### config.mk
export PLATFORM = sky130hd
export DESIGN_NAME = parking_slot_allocator_flat
export DESIGN_NICKNAME = d
export VERILOG_FILES = /design/src/rtl/parking_slot_allocator_pkg.sv /design/src/rtl/parking_slot_allocator_if.sv /design/src/rtl/parking_slot_allocator_lowest_free_encoder.sv /design/src/rtl/parking_slot_allocator.sv /design/src/flat_wrapper.sv
export SDC_FILE = /design/constraint.sdc
export NUM_CORES = 1
export LEC_CHECK = 0
export CORE_AREA = 2 2 39 41
export DETAILED_ROUTE_END_ITERATION = 8
export DIE_AREA = 0 0 41 43
export DONT_BUFFER_PORTS = 1
export PLACE_DENSITY = 0.68
export SLEW_MARGIN = 0
export SYNTH_ARGS = -nofsm -noshare
export SYNTH_HDL_FRONTEND = slang
export SYNTH_SLANG_ARGS = --single-unit
### constraint.sdc
create_clock -name clk -period 3.15 [get_ports clk]
set_clock_uncertainty 0.05 [all_clocks]
set_input_delay 0.4725 -clock clk [delete_from_list [all_inputs] [get_ports clk]]
set_output_delay 0.4725 -clock clk [all_outputs]
set_load 0.005 [all_outputs]
### src/rtl/parking_slot_allocator_pkg.sv
// Shared types and constants for the parking slot allocator and the display logic.
package parking_pkg;

    localparam int unsigned NUM_SLOTS_DEFAULT = 4;
    localparam int unsigned STATS_W           = 16;

    typedef enum logic [1:0] {
        IDLE     = 2'd0,
        GRANT    = 2'd1,
        WAIT_REL = 2'd2
    } state_e;

    // Slot index width, never narrower than one bit.
    function automatic int unsigned idx_width(input int unsigned n);
        return (n > 1) ? $clog2(n) : 1;
    endfunction

endpackage

### src/rtl/parking_slot_allocator_if.sv
// Gate/controller-side bundle of the parking slot allocator.
// PARK_STATS_EN adds the entry statistics counters to the bundle.
interface parking_slot_allocator_if
    import parking_pkg::*;
#(
    parameter int unsigned NUM_SLOTS = NUM_SLOTS_DEFAULT
);

    localparam int unsigned IDX_W = idx_width(NUM_SLOTS);
    localparam int unsigned CNT_W = $clog2(NUM_SLOTS + 1);

    logic                 enter_req;
    logic                 enter_ack;
    logic                 enter_nack;
    logic [IDX_W-1:0]     grant_slot;
    logic                 exit_req;
    logic [IDX_W-1:0]     exit_slot;
    logic [NUM_SLOTS-1:0] occupancy;
    logic [CNT_W-1:0]     free_count;
    logic                 full;
    logic                 empty;
    logic                 err;
`ifdef PARK_STATS_EN
    logic [STATS_W-1:0]   total_entries;
    logic [STATS_W-1:0]   refused_entries;

    modport slave (
        input  enter_req, exit_req, exit_slot,
        output enter_ack, enter_nack, grant_slot, occupancy, free_count,
               full, empty, err, total_entries, refused_entries
    );

    modport master (
        output enter_req, exit_req, exit_slot,
        input  enter_ack, enter_nack, grant_slot, occupancy, free_count,
               full, empty, err, total_entries, refused_entries
    );
`else
    modport slave (
        input  enter_req, exit_req, exit_slot,
        output enter_ack, enter_nack, grant_slot, occupancy, free_count,
               full, empty, err
    );

    modport master (
        output enter_req, exit_req, exit_slot,
        input  enter_ack, enter_nack, grant_slot, occupancy, free_count,
               full, empty, err
    );
`endif

endinterface

### src/rtl/parking_slot_allocator_lowest_free_encoder.sv
// Combinational priority encoder: lowest set bit of the free-slot map.
module lowest_free_encoder
    import parking_pkg::*;
#(
    parameter int unsigned NUM_SLOTS = NUM_SLOTS_DEFAULT,
    parameter int unsigned IDX_W     = idx_width(NUM_SLOTS)
) (
    input  logic [NUM_SLOTS-1:0] i_free_map,
    output logic [IDX_W-1:0]     o_idx,
    output logic                 o_any_free
);

    // Scan downwards so the last (lowest) free bit wins.
    always_comb begin
        o_idx      = '0;
        o_any_free = |i_free_map;
        for (int i = NUM_SLOTS - 1; i >= 0; i--) begin
            if (i_free_map[i]) begin
                o_idx = IDX_W'(i);
            end
        end
    end

endmodule

### src/rtl/parking_slot_allocator.sv
// N-slot parking allocator: grants the lowest free slot once per request, releases on exit.
// Optional macro PARK_STATS_EN adds saturating total/refused entry counters.
module parking_slot_allocator
    import parking_pkg::*;
#(
    parameter int unsigned NUM_SLOTS = NUM_SLOTS_DEFAULT
) (
    input  logic                     clk,
    input  logic                     rst_n,
    parking_slot_allocator_if.slave  bus
);

    localparam int unsigned IDX_W = idx_width(NUM_SLOTS);
    localparam int unsigned CNT_W = $clog2(NUM_SLOTS + 1);
    localparam logic [CNT_W-1:0] ALL_FREE = CNT_W'(NUM_SLOTS);

    state_e               r_state;
    state_e               w_state_nxt;

    logic [NUM_SLOTS-1:0] r_occ;
    logic [CNT_W-1:0]     r_free_cnt;
    logic                 r_full;
    logic                 r_empty;
    logic                 r_ack;
    logic                 r_nack;
    logic                 r_err;
    logic [IDX_W-1:0]     r_grant_slot;

    logic [IDX_W-1:0]     w_free_idx;
    logic                 w_any_free;
    logic                 w_exit_in_range;
    logic                 w_exit_legal;
    logic [NUM_SLOTS-1:0] w_exit_mask;
    logic [NUM_SLOTS-1:0] w_grant_mask;
    logic                 w_do_grant;
    logic                 w_do_nack;
    logic                 w_err_nxt;
    logic [NUM_SLOTS-1:0] w_occ_nxt;
    logic [CNT_W-1:0]     w_free_cnt_nxt;

    lowest_free_encoder #(
        .NUM_SLOTS (NUM_SLOTS),
        .IDX_W     (IDX_W)
    ) u_lowest_free (
        .i_free_map (~r_occ),
        .o_idx      (w_free_idx),
        .o_any_free (w_any_free)
    );

    always_ff @(posedge clk or negedge rst_n) begin
        if (!rst_n) begin
            r_state <= IDLE;
        end else begin
            r_state <= w_state_nxt;
        end
    end

    // One pass through GRANT per request assertion; WAIT_REL swallows a held request.
    always_comb begin
        w_state_nxt = r_state;
        case (r_state)
            IDLE:     if (bus.enter_req)  w_state_nxt = GRANT;
            GRANT:                        w_state_nxt = WAIT_REL;
            WAIT_REL: if (!bus.enter_req) w_state_nxt = IDLE;
            default:                      w_state_nxt = IDLE;
        endcase
    end

    // Grant is decided on the pre-exit map, so a slot freed this cycle is not reused yet.
    always_comb begin
        w_do_grant      = 1'b0;
        w_do_nack       = 1'b0;
        w_exit_in_range = 32'(bus.exit_slot) < NUM_SLOTS;
        w_exit_legal    = bus.exit_req && w_exit_in_range && r_occ[bus.exit_slot];
        w_err_nxt       = bus.exit_req && !w_exit_legal;
        w_exit_mask     = w_exit_legal ? (NUM_SLOTS'(1) << bus.exit_slot) : '0;
        w_grant_mask    = '0;
        if (r_state == GRANT) begin
            w_do_grant   = w_any_free;
            w_do_nack    = !w_any_free;
            w_grant_mask = w_any_free ? (NUM_SLOTS'(1) << w_free_idx) : '0;
        end
        w_occ_nxt      = (r_occ | w_grant_mask) & ~w_exit_mask;
        w_free_cnt_nxt = r_free_cnt - CNT_W'(w_do_grant) + CNT_W'(w_exit_legal);
    end

    always_ff @(posedge clk or negedge rst_n) begin
        if (!rst_n) begin
            r_occ        <= '0;
            r_free_cnt   <= ALL_FREE;
            r_full       <= 1'b0;
            r_empty      <= 1'b1;
            r_ack        <= 1'b0;
            r_nack       <= 1'b0;
            r_err        <= 1'b0;
            r_grant_slot <= '0;
        end else begin
            r_occ      <= w_occ_nxt;
            r_free_cnt <= w_free_cnt_nxt;
            r_full     <= (w_free_cnt_nxt == '0);
            r_empty    <= (w_free_cnt_nxt == ALL_FREE);
            r_ack      <= w_do_grant;
            r_nack     <= w_do_nack;
            r_err      <= w_err_nxt;
            if (w_do_grant) begin
                r_grant_slot <= w_free_idx;
            end
        end
    end

    assign bus.enter_ack  = r_ack;
    assign bus.enter_nack = r_nack;
    assign bus.grant_slot = r_grant_slot;
    assign bus.occupancy  = r_occ;
    assign bus.free_count = r_free_cnt;
    assign bus.full       = r_full;
    assign bus.empty      = r_empty;
    assign bus.err        = r_err;

`ifdef PARK_STATS_EN
    logic [STATS_W-1:0] r_total_entries;
    logic [STATS_W-1:0] r_refused_entries;

    // Saturating counters, updated on the same edge that raises ack/nack.
    always_ff @(posedge clk or negedge rst_n) begin
        if (!rst_n) begin
            r_total_entries   <= '0;
            r_refused_entries <= '0;
        end else begin
            if (w_do_grant && (r_total_entries != '1)) begin
                r_total_entries <= r_total_entries + STATS_W'(1);
            end
            if (w_do_nack && (r_refused_entries != '1)) begin
                r_refused_entries <= r_refused_entries + STATS_W'(1);
            end
        end
    end

    assign bus.total_entries   = r_total_entries;
    assign bus.refused_entries = r_refused_entries;
`endif

endmodule
### src/flat_wrapper.sv
// flat-port wrapper written by rule: the top's interface ports become plain ports
module parking_slot_allocator_flat import parking_pkg::*;
#(
    parameter int unsigned NUM_SLOTS = NUM_SLOTS_DEFAULT
)
  (clk, rst_n, bus_enter_req, bus_exit_req, bus_exit_slot, bus_enter_ack, bus_enter_nack, bus_grant_slot, bus_occupancy, bus_free_count, bus_full, bus_empty, bus_err);
  parking_slot_allocator_if #(.NUM_SLOTS(NUM_SLOTS)) bus_i ();
  input  logic clk;
  input  logic rst_n;
  input wire logic [$bits(bus_i.enter_req)-1:0] bus_enter_req;
  input wire logic [$bits(bus_i.exit_req)-1:0] bus_exit_req;
  input wire logic [$bits(bus_i.exit_slot)-1:0] bus_exit_slot;
  output wire logic [$bits(bus_i.enter_ack)-1:0] bus_enter_ack;
  output wire logic [$bits(bus_i.enter_nack)-1:0] bus_enter_nack;
  output wire logic [$bits(bus_i.grant_slot)-1:0] bus_grant_slot;
  output wire logic [$bits(bus_i.occupancy)-1:0] bus_occupancy;
  output wire logic [$bits(bus_i.free_count)-1:0] bus_free_count;
  output wire logic [$bits(bus_i.full)-1:0] bus_full;
  output wire logic [$bits(bus_i.empty)-1:0] bus_empty;
  output wire logic [$bits(bus_i.err)-1:0] bus_err;
  assign bus_i.enter_req = bus_enter_req;
  assign bus_i.exit_req = bus_exit_req;
  assign bus_i.exit_slot = bus_exit_slot;
  assign bus_enter_ack = bus_i.enter_ack;
  assign bus_enter_nack = bus_i.enter_nack;
  assign bus_grant_slot = bus_i.grant_slot;
  assign bus_occupancy = bus_i.occupancy;
  assign bus_free_count = bus_i.free_count;
  assign bus_full = bus_i.full;
  assign bus_empty = bus_i.empty;
  assign bus_err = bus_i.err;
  parking_slot_allocator #(.NUM_SLOTS(NUM_SLOTS)) u_core (.clk(clk), .rst_n(rst_n), .bus(bus_i));
endmodule
# Word level (Yosys, flattened, before mapping)
# Index checks and enable logic that the tools add are counted.
# word_totals
register_bits	16
latchBits	0
ram_bits	0
rom_bits	0
input_bits	6
output_inout_bits	14
elab_cells	45
memories	0
# classes
add_sub_neg	2
multipliers	0
div	0
n_lt_le_gt_ge	1
eq_ne	5
shifts	2
muxes	14
n_bitwise	4
reduce_logical	8
# op_table
operator	n
$mux W2	6
$mux W4	3
$not A4 Y4	2
$shl A1 B2 Y4 const A	2
$pmux W2 S3	1
$and A4 B4 Y4	1
$ne A2 B2 Y1 const B	2
$or A4 B4 Y4	1
$reduce_or A4 Y1	1
$add A3 B1 Y3	1
$eq A3 B3 Y1 const B	1
$logic_not A3 Y1	1
$lt A2 B3 Y1 const B	1
$mux W1	3
$sub A3 B1 Y3	1
$bmux W1 S2	1
$eq A2 B1 Y1 const B	1
$eq A2 B2 Y1 const B	1
$logic_and A1 B1 Y1	2
$logic_not A1 Y1	2
$logic_not A2 Y1	1
$reduce_and A2 Y1	1

# Depth between registers and ports, before layout
# depth
ltp_word	10
depth_mapped	10
mapped_depth_nobuf	10

# Modules after synthesis
# From an unflattened synthesis, not the netlist that was laid out.
# hier_totals
hier_cells	63
area_unflattened_um2	747.0
# by_module_without_submodules
module	n_inst	cells_each	area_each_um2	seq_area_each_um2
parking_slot_allocator	1	56	711.9	402.9
lowest_free_encoder	1	7	35.0	0.0

# Worst setup path after synthesis
# No wires, ideal clock.
# synth_timing
path_kind	reg-to-reg
from	reg u_core.r_state[1]
to	reg u_core.r_empty, in the netlist u_core.bus.empty
setup_ps	84
arrival_time_ps	2145
t_required_ps	3016
setup_slack_ps	871
path_stages_with_launch	11
n_path_buf	0
synth_period_minus_slack_ps	2279
path_cell_list	dfrtp_1 nand2b_1 a41oi_1 ha_1 inv_1 ha_1 inv_1 fa_1 xnor2_1 xnor2_1 nor3b_1
# synth_between
elab_chain_len	5
# synth_lines
element	line	text
start, declared	parking_slot_allocator.sv:17	state_e r_state;
start signal, assigned	parking_slot_allocator.sv:54	r_state <= w_state_nxt;
$eq A2 B1 Y1	parking_slot_allocator.sv:78	if (r_state == GRANT) begin
$mux W1	parking_slot_allocator.sv:78	
named net u_core.w_do_grant	parking_slot_allocator.sv:35	logic w_do_grant;
$sub A3 B1 Y3	parking_slot_allocator.sv:84	w_free_cnt_nxt = r_free_cnt - CNT_W'(w_do_grant) + CNT_W'(w_exit_legal);
$add A3 B1 Y3	parking_slot_allocator.sv:84	
named net u_core.w_free_cnt_nxt[2]	parking_slot_allocator.sv:39	logic [CNT_W-1:0] w_free_cnt_nxt;
$eq A3 B3 Y1	parking_slot_allocator.sv:101	r_empty <= (w_free_cnt_nxt == ALL_FREE);
end signal, assigned	parking_slot_allocator.sv:101	
end, declared	parking_slot_allocator.sv:23	logic r_empty;
# The timed path passes the listed nets, and every way through them passes these cells.
# A chain may end at the register's enable or synchronous reset.

# Worst setup path after layout
# Same ends and word-level chain as after synthesis.

==> impl_metrics.yaml <==
status:
  status: "finished, final reports clean"
floorplan:
  die_h_um: 43
  dieWidth_um: 41
  die_area_mm2: 0.001763
  initial_core_util: 0.5054
  num_io_pins: 20
  coreArea_mm2: 0.001384
  rows: 14
setup_path:
  crit_path_start_kind: "flip-flop"
  end_kind: "flip-flop"
  arrival_ps: 2630
  rr_worst_depth: 10
  path_cells: "nand2b_1, a41oi_1, ha_1, inv_1, ha_1, inv_1, fa_1, xnor2_1, xnor2_1, nor3b_1"
  cp_max_fo: 5
  r2r-end: "u_core.bus.empty$_DFF_PN1_"
  max_stage_delay_ps: 410
  cp_slowest_cell: "dfrtp_1"
  cp.required_ps: 3290
  reg2reg_slack_ps: 660
  r2r_start: "u_core.r_state[1]$_DFFE_PN0P_"
  path_class: "reg -> reg"
timing:
  fmax_mhz: 401.6
  tightest_slew_ps: 706.0
  max_slew_margin: 0.5278
  finalHoldViolCount: 0
  fin_tns_setup_ps: 0
  setup_viol: 0
  period_minus_slack_ps: 2490
  rsz0062_at_grt: "false"
  final_max_slew_viol_count: 0
  setup_ws_ps: 660.1
  finalCritPeriodShare: 0.7904
route:
  route.met3.wl_um: 98
  drt_iter0_drc: 5
  met2_length_um: 549
  detail_route.wl_per_cell_um: 14.53
  m1WireLength_um: 498
  final_antenna_net_count: 0
  vias_per_cell: 5.506
  top_layer_used: "met4"
  drc: 0
  drtPass1Iterations: 4
  via_count: 446
  wirelength_um: 1177
synth:
  async_flop_share: 1.000
  syn_avg_cell_area_um2: 11.47
  synthCells: 61
  synth_seq_area_share: 0.5760
  syn_area_um2: 699.4
  syn-num-nets: 70
  yosysWarnings: 0
  yosys_most_used_dff: "dfrtp_1"
  ys_types: 27
  ys_ff_latch: 16
  synth_edf_count: 0
global_routing:
  grt_remaining_overflow: 0
  grt_pass1_wl_um: 1876
  grt_usage: 0.1655
  antenna_found_initial: 0
  grt_max_degree: 17
  grt_pass1_vias: 429
cts:
  cts_root_buffer: "clkbuf_4"
  clk_pin_slew_ps: 100
  postCtsSetupBuffers: 0
  clkSinkCount: 16
  clockBufferDepth: 2
  numCtsBuffers: 3
  clkLatencyLatePin_ps: 280
  cts.repair.resized: 0
  h-tree-depth: 1
  cts_tree: "yes"
power:
  irDropWorstVdd_mv: 0.5132
  power.density_mw_per_mm2: 1050
  p_leak_nw: 0.3545
worst_hold_path:
  holdCritPathClass: "in -> reg"
  hp-start: "bus_exit_slot[1]"
  hold_depth: 1
  holdPathEnd: "u_core.bus.occupancy[2]$_DFF_PN0_"
final_layout:
  multiInputGateArea_um2: 269.0
  final_common_cell: "dfrtp_1"
  seqCellArea_um2: 402.9
  drive_gt1_frac: 0.09231
  num-fill-cells: 120
  layout_common_cells: "dfrtp_1 (14), inv_1 (6), nand2_1 (5)"
  area_growth_pct: 7.334
  num_antenna_cells: 0
  layout.nets: 75
placement:
  place_ws_ps: 628.6
  io_buffers: 0
  hpwlAfterDp_um: 898.7
  place.gp.congestion: 0.7915
flow_run:
  drv_cap: 0
## Yosys cell counts, types with 2 or more instances
cell type  number  area share
dfrtp_1        14        0.50
inv_1           6       0.032
nand2_1         5       0.027
a21oi_1         3       0.021
nor2_1          3       0.016
a31oi_1         2       0.018
a41oi_1         2       0.025
dfstp_2         2       0.075
ha_1            2       0.036
mux2i_1         2       0.029
nor2b_1         2       0.018
nor3b_1         2       0.021
xnor2_1         2       0.025
## routing by layer
metal / global-route usage / vias up
li1: - / 219
met1: 0.2118 / 208
met2: 0.2219 / 15
met3: 0.05759 / 4
met4: 0.1200 / 0
met5: 0 / -
## final cells by class
cell class | count | area share
inverters | 6 | 0.03000
multi-input cells | 38 | 0.3583
well taps | 16 | 0.02667
clock buffers | 4 | 0.03500
flip-flops and latches | 16 | 0.5367
repair buffers | 1 | 0.01333
## cells by family after synthesis
kind of cell,after synthesis,share of synthesized area
muxes,3,0.04472
adders and majority gates,3,0.06440
and+or+nand+nor,19,0.1521
AOI/OAI and AO/OA,11,0.09838
DFF,16,0.5760
xor gates and xnor gates,2,0.02505
buffers and inverters,7,0.03935
## worst max-delay path by stage
stage | startpoint | endpoint | slack [ps] | cells after the start
3_3_place_gp | u_core.r_state[1]$_DFFE_PN0P_ | u_core.bus.empty$_DFF_PN1_ | 720 | 10
2_1_floorplan | u_core.r_state[1]$_DFFE_PN0P_ | u_core.bus.empty$_DFF_PN1_ | 870 | 10
4_1_cts | u_core.r_state[1]$_DFFE_PN0P_ | u_core.bus.empty$_DFF_PN1_ | 610 | 10
5_1_grt | u_core.r_state[1]$_DFFE_PN0P_ | u_core.bus.empty$_DFF_PN1_ | 370 | 10
3_5_place_dp | u_core.r_state[1]$_DFFE_PN0P_ | u_core.bus.empty$_DFF_PN1_ | 630 | 10
6_report | u_core.r_state[1]$_DFFE_PN0P_ | u_core.bus.empty$_DFF_PN1_ | 660 | 10
## per-stage QoR
step | hold WS, ps | instance area (um^2) | total power [mW] | utilization | cells
6_report | 224.0 | 750.7 | 0.7880 | 0.5425 | 81
5_1_grt | 218.6 | 750.7 | 0.8680 | 0.5425 | 81
2_1_floorplan | 126.9 | 699.4 | 0.6196 | - | 61
4_1_cts | 221.2 | 750.7 | 0.8020 | 0.5425 | 81
3_5_place_dp | 127.4 | 714.4 | 0.6876 | 0.5163 | 76
3_3_place_gp | 127.2 | 714.4 | 0.6749 | 0.5163 | 76
## flip-flops by register name, summed over array words and instances (netlist names)
name and cells:
u_core.bus.enter_nack 1, u_core.bus.empty 1, u_core.bus.enter_ack 1, u_core.bus.full 1, u_core.r_state 2, u_core.bus.occupancy 4, u_core.bus.grant_slot 2, u_core.bus.err 1
u_core.bus.free_count 3
## worst max-delay path, delay by kind of cell, from the launching register on
| family | cells | cell delay, ps |
|---|---|---|
| AO/OA/AOI/OAI | 1 | 240 |
| XOR/XNOR | 2 | 390 |
| adder cells (fa/ha/maj) | 3 | 780 |
| buffers and inverters | 2 | 110 |
| flip-flops | 1 | 410 |
| AND/OR/NAND/NOR | 2 | 450 |
## what timing repair did
item                                    CTS  global route
endpoints found under the hold margin    16             0
hold buffers                              1             0
endpoints found under the setup margin    0             0
## power breakdown
part           switching, mW  internal [mW]
logic                  0.138          0.130
clock network         0.0590         0.0491
registers              0.108          0.304
Power figures use the tool's default switching activity.
